--- config.mk ---
export PLATFORM = sky130hd
export DESIGN_NAME = mem_copy_engine
export DESIGN_NICKNAME = d
export VERILOG_FILES = /design/src/rtl/mem_copy_engine_pkg.sv /design/src/rtl/mem_copy_engine.sv
export SDC_FILE = /design/constraint.sdc
export NUM_CORES = 1
export LEC_CHECK = 0
export BUFFER_PORTS_ARGS = -buffer_cell sky130_fd_sc_hd__buf_2
export CELL_PAD_IN_SITES_DETAIL_PLACEMENT = 0
export CELL_PAD_IN_SITES_GLOBAL_PLACEMENT = 2
export CORE_ASPECT_RATIO = 0.7
export CORE_MARGIN = 10
export CORE_UTILIZATION = 28
export CTS_CLUSTER_DIAMETER = 200
export DETAILED_ROUTE_END_ITERATION = 8
export PLACE_DENSITY = 0.8
export SETUP_SLACK_MARGIN = 0.02
export SLEW_MARGIN = 20
export SYNTH_ARGS = -nofsm -noshare
export SYNTH_HDL_FRONTEND = slang
export SYNTH_SLANG_ARGS = --single-unit
--- constraint.sdc ---
create_clock -name clk -period 1.9 [get_ports clk]
set_input_delay 0.19 -clock clk [delete_from_list [all_inputs] [get_ports clk]]
set_output_delay 0.19 -clock clk [all_outputs]
set_load 0.05 [all_outputs]
--- src/rtl/mem_copy_engine_pkg.sv ---
// Shared definitions for the memory copy engine: FSM state encoding and
// the default RAM geometry.
package mem_copy_engine_pkg;

  localparam int RAM_WIDTH_DEF     = 16;
  localparam int RAM_ADDR_BITS_DEF = 15;

  typedef enum logic [2:0] {
    ST_IDLE  = 3'd0,
    ST_READ  = 3'd1,
    ST_CAPT  = 3'd2,
    ST_WRITE = 3'd3,
    ST_DONE  = 3'd4
  } state_e;

endpackage

--- src/rtl/mem_copy_engine.sv ---
// Word-by-word ascending RAM copy engine driving one single-port RAM interface.
// Optional constant-fill mode is compiled in when MEM_COPY_FILL_EN is defined.
module mem_copy_engine
  import mem_copy_engine_pkg::*;
#(
  parameter int RAM_WIDTH     = RAM_WIDTH_DEF,
  parameter int RAM_ADDR_BITS = RAM_ADDR_BITS_DEF
) (
  input  logic                     clk,
  input  logic                     reset,
  input  logic                     start,
  input  logic [RAM_ADDR_BITS-1:0] src_addr,
  input  logic [RAM_ADDR_BITS-1:0] dst_addr,
  input  logic [RAM_ADDR_BITS:0]   length,
  output logic                     busy,
  output logic                     done,
  output logic                     mem_en,
  output logic                     mem_we,
  output logic [RAM_ADDR_BITS-1:0] mem_addr,
  output logic [RAM_WIDTH-1:0]     mem_din,
`ifdef MEM_COPY_FILL_EN
  input  logic                     fill_mode,
  input  logic [RAM_WIDTH-1:0]     fill_value,
`endif
  input  logic [RAM_WIDTH-1:0]     mem_dout
);

  localparam logic [RAM_ADDR_BITS-1:0] ADDR_ONE = {{(RAM_ADDR_BITS-1){1'b0}}, 1'b1};
  localparam logic [RAM_ADDR_BITS:0]   CNT_ONE  = {{RAM_ADDR_BITS{1'b0}}, 1'b1};

  state_e                   r_state;
  logic [RAM_ADDR_BITS-1:0] r_src;
  logic [RAM_ADDR_BITS-1:0] r_dst;
  logic [RAM_ADDR_BITS:0]   r_cnt;
  logic [RAM_WIDTH-1:0]     r_data;
  logic                     r_fill;
  logic                     r_busy;
  logic                     r_done;
  logic                     r_mem_en;
  logic                     r_mem_we;
  logic [RAM_ADDR_BITS-1:0] r_mem_addr;

  logic                     w_fill_req;
  logic [RAM_WIDTH-1:0]     w_fill_val;
  logic [RAM_ADDR_BITS-1:0] w_src_nxt;
  logic [RAM_ADDR_BITS-1:0] w_dst_nxt;
  logic                     w_last;

`ifdef MEM_COPY_FILL_EN
  assign w_fill_req = fill_mode;
  assign w_fill_val = fill_value;
`else
  assign w_fill_req = 1'b0;
  assign w_fill_val = '0;
`endif

  // Address increments wrap naturally at the address width.
  assign w_src_nxt = r_src + ADDR_ONE;
  assign w_dst_nxt = r_dst + ADDR_ONE;
  assign w_last    = (r_cnt == CNT_ONE);

  assign busy     = r_busy;
  assign done     = r_done;
  assign mem_en   = r_mem_en;
  assign mem_we   = r_mem_we;
  assign mem_addr = r_mem_addr;
  assign mem_din  = r_data;

  // Outputs are registered together with the state so they always describe the state being entered.
  always_ff @(posedge clk) begin
    if (reset) begin
      r_state    <= ST_IDLE;
      r_src      <= '0;
      r_dst      <= '0;
      r_cnt      <= '0;
      r_data     <= '0;
      r_fill     <= 1'b0;
      r_busy     <= 1'b0;
      r_done     <= 1'b0;
      r_mem_en   <= 1'b0;
      r_mem_we   <= 1'b0;
      r_mem_addr <= '0;
    end else begin
      case (r_state)
        ST_IDLE: begin
          if (start) begin
            r_src  <= src_addr;
            r_dst  <= dst_addr;
            r_cnt  <= length;
            r_fill <= w_fill_req;
            r_busy <= 1'b1;
            if (length == '0) begin
              r_state <= ST_DONE;
              r_done  <= 1'b1;
            end else if (w_fill_req) begin
              r_state    <= ST_WRITE;
              r_data     <= w_fill_val;
              r_mem_en   <= 1'b1;
              r_mem_we   <= 1'b1;
              r_mem_addr <= dst_addr;
            end else begin
              r_state    <= ST_READ;
              r_mem_en   <= 1'b1;
              r_mem_we   <= 1'b0;
              r_mem_addr <= src_addr;
            end
          end else begin
            r_state <= ST_IDLE;
          end
        end
        ST_READ: begin
          r_state  <= ST_CAPT;
          r_mem_en <= 1'b0;
          r_mem_we <= 1'b0;
        end
        ST_CAPT: begin
          // The RAM returns the word read in READ during this cycle.
          r_state    <= ST_WRITE;
          r_data     <= mem_dout;
          r_mem_en   <= 1'b1;
          r_mem_we   <= 1'b1;
          r_mem_addr <= r_dst;
        end
        ST_WRITE: begin
          r_src <= w_src_nxt;
          r_dst <= w_dst_nxt;
          r_cnt <= r_cnt - CNT_ONE;
          if (w_last) begin
            r_state  <= ST_DONE;
            r_mem_en <= 1'b0;
            r_mem_we <= 1'b0;
            r_done   <= 1'b1;
          end else if (r_fill) begin
            r_state    <= ST_WRITE;
            r_mem_en   <= 1'b1;
            r_mem_we   <= 1'b1;
            r_mem_addr <= w_dst_nxt;
          end else begin
            r_state    <= ST_READ;
            r_mem_en   <= 1'b1;
            r_mem_we   <= 1'b0;
            r_mem_addr <= w_src_nxt;
          end
        end
        ST_DONE: begin
          r_state <= ST_IDLE;
          r_busy  <= 1'b0;
          r_done  <= 1'b0;
          r_fill  <= 1'b0;
        end
        default: begin
          r_state  <= ST_IDLE;
          r_busy   <= 1'b0;
          r_done   <= 1'b0;
          r_mem_en <= 1'b0;
          r_mem_we <= 1'b0;
          r_fill   <= 1'b0;
        end
      endcase
    end
  end

endmodule

==> Word-level counts from Yosys, hierarchy flattened <==
Cells that the tools add are included.
{ "classes": {"bitwise_logic": 3, "multipliers": 0, "shift": 0, "addsub": 3, "n_div": 0, "order_cmp": 0, "n_mux": 33, "reduce_logical": 11, "n_eq_ne": 10} }
{ "op_table": {"columns": ["operator", "count"], "rows": [
  ["$mux 15", 6],
  ["$pmux 15 s2", 2],
  ["$pmux 15 s3", 1],
  ["$pmux 16 s2", 1],
  ["$add 15x1->15 const B", 2],
  ["$eq 16x1->1 const B", 1],
  ["$logic_not 16->1", 1],
  ["$mux 16", 1],
  ["$sub 16x1->16 const B", 1],
  ["$mux 1", 12],
  ["$pmux 3 s4", 1],
  ["$ne 2x2->1 const B", 5],
  ["$mux 3", 3],
  ["$pmux 1 s4", 2],
  ["$reduce_and 4->1", 2],
  ["$eq 3x2->1 const B", 2],
  ["$pmux 1 s2", 2],
  ["$reduce_and 2->1", 2],
  ["$eq 3x1->1 const B", 1],
  ["$eq 3x3->1 const B", 1],
  ["$logic_not 3->1", 1],
  ["$not 1->1", 3],
  ["$pmux 1 s3", 1],
  ["$reduce_and 3->1", 1],
  ["other kinds (5)", 5]
]} }
{ "word_totals": {"register_bits": 85, "romBits": 0, "mem_bits_rw": 0, "out_inout_bits": 35, "inputBits": 65, "mem_count": 0, "latchBits": 0} }

==> Depth between registers and ports, before layout <==
{ "depth": {"depth_word": 4, "ltp_mapped": 8} }

==> Least setup slack after synthesis <==
Ideal clock, no wire load.
{ "synth_timing": {"path_type": "reg-to-reg", "start": "register r_src[0]", "end": "register r_mem_addr[14], in the netlist mem_addr[14]", "setup_slack_ns": -0.028, "synth_period_minus_slack_ns": 1.928, "path_stages_with_launch": 7, "arrival_ns": 1.793, "required_ns": 1.765, "path_cell_list": "dfxtp_1 ha_1 nand3_1 or4_4 and2_1 a221oi_2 a221oi_2"} }
{ "synth_via": {"elab_chain_len": 4} }
{ "synth_rtl": {"columns": ["element", "line", "rtl"], "rows": [
  ["from (decl)", "mem_copy_engine.sv:32", "logic [RAM_ADDR_BITS-1:0] r_src;"],
  ["from (signal assigned)", "mem_copy_engine.sv:87", "r_src <= src_addr;"],
  ["from (signal assigned)", "mem_copy_engine.sv:125", "r_src <= w_src_nxt;"],
  ["$add 15x1->15", "mem_copy_engine.sv:58", "assign w_src_nxt = r_src + ADDR_ONE;"],
  ["$mux 15", "mem_copy_engine.sv:133", "end else if (r_fill) begin"],
  ["$mux 15", "mem_copy_engine.sv:128", "if (w_last) begin"],
  ["$pmux 15 s3", "mem_copy_engine.sv:84", "case (r_state)"],
  ["to (signal assigned)", "mem_copy_engine.sv:100", "r_mem_addr <= dst_addr;"],
  ["to (signal assigned)", "mem_copy_engine.sv:137", "r_mem_addr <= w_dst_nxt;"],
  ["to (signal assigned)", "mem_copy_engine.sv:142", "r_mem_addr <= w_src_nxt;"],
  ["to (decl)", "mem_copy_engine.sv:41", "logic [RAM_ADDR_BITS-1:0] r_mem_addr;"]
]} }
Every way passes these cells. The select of a mux whose other input is x is not followed.
A chain may end at the register's enable or synchronous reset.

==> Final worst setup path <==
{ "layout_timing": {"start": "register r_src[5]", "end": "register r_mem_addr[14], in the netlist mem_addr[14]"} }
Same word-level chain as after synthesis.

==> results.txt <==
drt wl/cell: 18.4 um
Layout Skew: 8.19 ps
Placed Cells incl. Taps: 883
antenna cell count: 0
Tightest Pin Transition: 596 ps
sequential power share: 36.5%
Sw Share: 38.8%
WL final: 16.6 mm
top post-synthesis cells by area: dfxtp_1 (38%), nand2_1 (6.9%), a21oi_1 (5.8%)
dpl cell area: 5520 sq um
post-synthesis net count: 627
mean post-synth cell area: 7.88 sq um
layout overhead on the synthesized area: 34.8%
TNS Setup: 0 ps
Crit. Startpoint: r_src[5]
routability cong.: 0.906
Clk pwr share: 28.7%
vias after detailed routing: 4,896
Pleak: 2.38 nW
hpwl dp: 12.7 mm
Sink Count: 84
Worst VDD drop: 0.452 mV
Reg-to-Reg Start: r_src[5]
synth unique cells: 64
layout cells sized above 1: 31.2%
proportion of power drawn by combinational gates: 34.9%
CTS root buffer: clkbuf_16
post-synth top area share: 38.3%
Finished Cell Area: 5930 sq um
class of the worst hold path: in2reg
Mapped Area: 4400 sq um
P_sw: 2.31 mW
Worst-Skew Late Latency: 350 ps
crit start category: flip-flop
max_cap viols: 0
Final Worst Setup Slack: 94.1 ps
Final Net Count: 765
Ys Warns: 0
Chip Height: 125 um
total CTS buffers: 9
largest net degree at the start of global routing: 61
most common cell in the netlist: dfxtp_1
clock input transition at the sequential cells of the worst setup and hold paths: 70 ps
maximum buffer depth of the clock tree: 2
post-route ant nets: 0
RSZ-0062 raised after global routing: true
vias in the first global route: 4,657
die width: 170 um
overall global routing resource usage: 15.4%
Detailed Routing Iterations Pass 1: 5
hold path start: mem_dout[6]
first-pass GRT wire length: 26.1 mm
number of enable flip-flop cells after synthesis: 0
Synth Instances: 558
GRT overflow: 0
power density over the cells: 1010 nW/um^2
post-route minimum period: 1810 ps
Fin. Hold Viols: 0
CP Class: reg2reg
Main synth FF type: dfxtp_1
DRT iter0 DRCs: 402
Arrival @ worst endpoint: 2030 ps
commonest cells in the netlist: dfxtp_1 (84), nand2_1 (81), a21oi_1 (51)
Initial Utilization: 28.4%
Internal Power: 3.65 mW
IO Count: 100
Data required, critical path: 2120 ps
die footprint: 21,200 sq um
Seq/Total Area, Yosys: 38.3%
period utilization: 95.0%
initial antenna violation count: 0
FILL cells: 1,605
flops & latches, synth: 84
Critical Path End Type: flip-flop
H-tree depth: 3
Design Power: 5.96 mW
placeable core area: 15,500 sq um
relative slew slack: 60.3%
largest area contributor in the netlist: dfxtp_1
Pins Over Slew Limit: 0
utilization after layout: 38.4%
hold_ws: 76.5 ps
non-filler cells, final: 901
# setup viols final: 0
CTS tree: done
crit path max fanout: 6
pre-CTS setup slack: -17.7 ps
Synth async-reset ratio: 0%
residual DRC count: 0
max frequency: 554 MHz
status: finished clean
port bufs: 99
Via density: 5.43
row cnt: 38
[path summary, 6_finish.rpt]
check	endpoint	slack [ps]	depth (start not counted)
max	mem_addr[14]	90	5
min	mem_din[6]	80	3
max reg2reg	mem_addr[14]	90	5
min reg2reg	mem_din[12]	450	2
[state kept, by name, indices dropped and copies added (netlist names)]
name and cells:
busy 1, done 1, mem_addr 15, mem_din 16, mem_en 1, mem_we 1, r_cnt 16, r_dst 15
r_src 15, r_state 3
[power groups by stage]
stage	sequential, mW	combinational, mW	clock (mW)
3_3_place_gp	2.20	1.98	0
5_1_grt	2.21	2.26	1.84
2_1_floorplan	2.55	0.887	0
3_5_place_dp	2.21	2.01	0
6_report	2.18	2.08	1.71
4_1_cts	2.17	2.02	1.76
[kinds of logic (layout without fill, tap and decap cells)]
logic type | count (synthesis) | in the layout | synth area share [%]
AOI/OAI and AO/OA | 152 | 152 | 23.1
xor gates and xnor gates | 9 | 9 | 1.79
adders and majority gates | 4 | 4 | 1.14
buffers and inverters | 48 | 191 | 4.64
DFF | 84 | 84 | 38.3
muxes | 3 | 3 | 0.712
and+or+nand+nor | 258 | 258 | 30.4
[critical path, stage by stage, from the launching register on]
cell	delay [ps]
dfxtp_1	380
nand4_4	170
or4_4	590
and2_4	180
a221oi_2	280
a221oi_2	90
[cells in the final DEF (no fill, tap or decap), types with 3 or more instances in the layout]
cell type  instances
and2_1             3
a21oi_1           50
buf_12             3
clkbuf_16          9
a221oi_1          11
o211ai_1           6
dfxtp_2            5
nand3b_1           3
a211oi_1          11
xor2_1             5
nor2_1            43
a222oi_1           3
nand3_1           34
xnor2_1            4
buf_4             63
and3_1             7
nand2_1           81
or4_1              5
o31ai_1            4
nor4_1             6
dfxtp_1           79
a221oi_2           4
or3_1              6
o21ai_0           20
inv_1              7
nand4_1            8
a31oi_1           15
nor3_1            29
and4_1             5
a311oi_1           8
nor4_2             3
buf_2             99
nand4b_1           3
[layer usage]
layer / global-route usage (%) / wire [um]
met1: 21.8 / 8070
met2: 20.1 / 6450
met5: 0 / 0
met3: 7.16 / 1890
met4: 3.71 / 196
[timing repair]
item	CTS	global route
hold buffers	0	0
setup buffers	0	2
pin swaps	0	8
cloned	0	0
resized for setup	3	24
setup endpoints to repair	6	28
[layout make-up]
type / instances / area [sq um] / share of cell area [%]
well taps: 200 / 250 / 4.22
flip-flops and latches: 84 / 1690 / 28.5
inverters: 8 / 30.0 / 0.507
clock inverters: 7 / 58.8 / 0.992
repair buffers: 167 / 1050 / 17.7
multi-input cells: 426 / 2620 / 44.3
clock buffers: 9 / 225 / 3.80
Power figures use the tool's default switching activity.
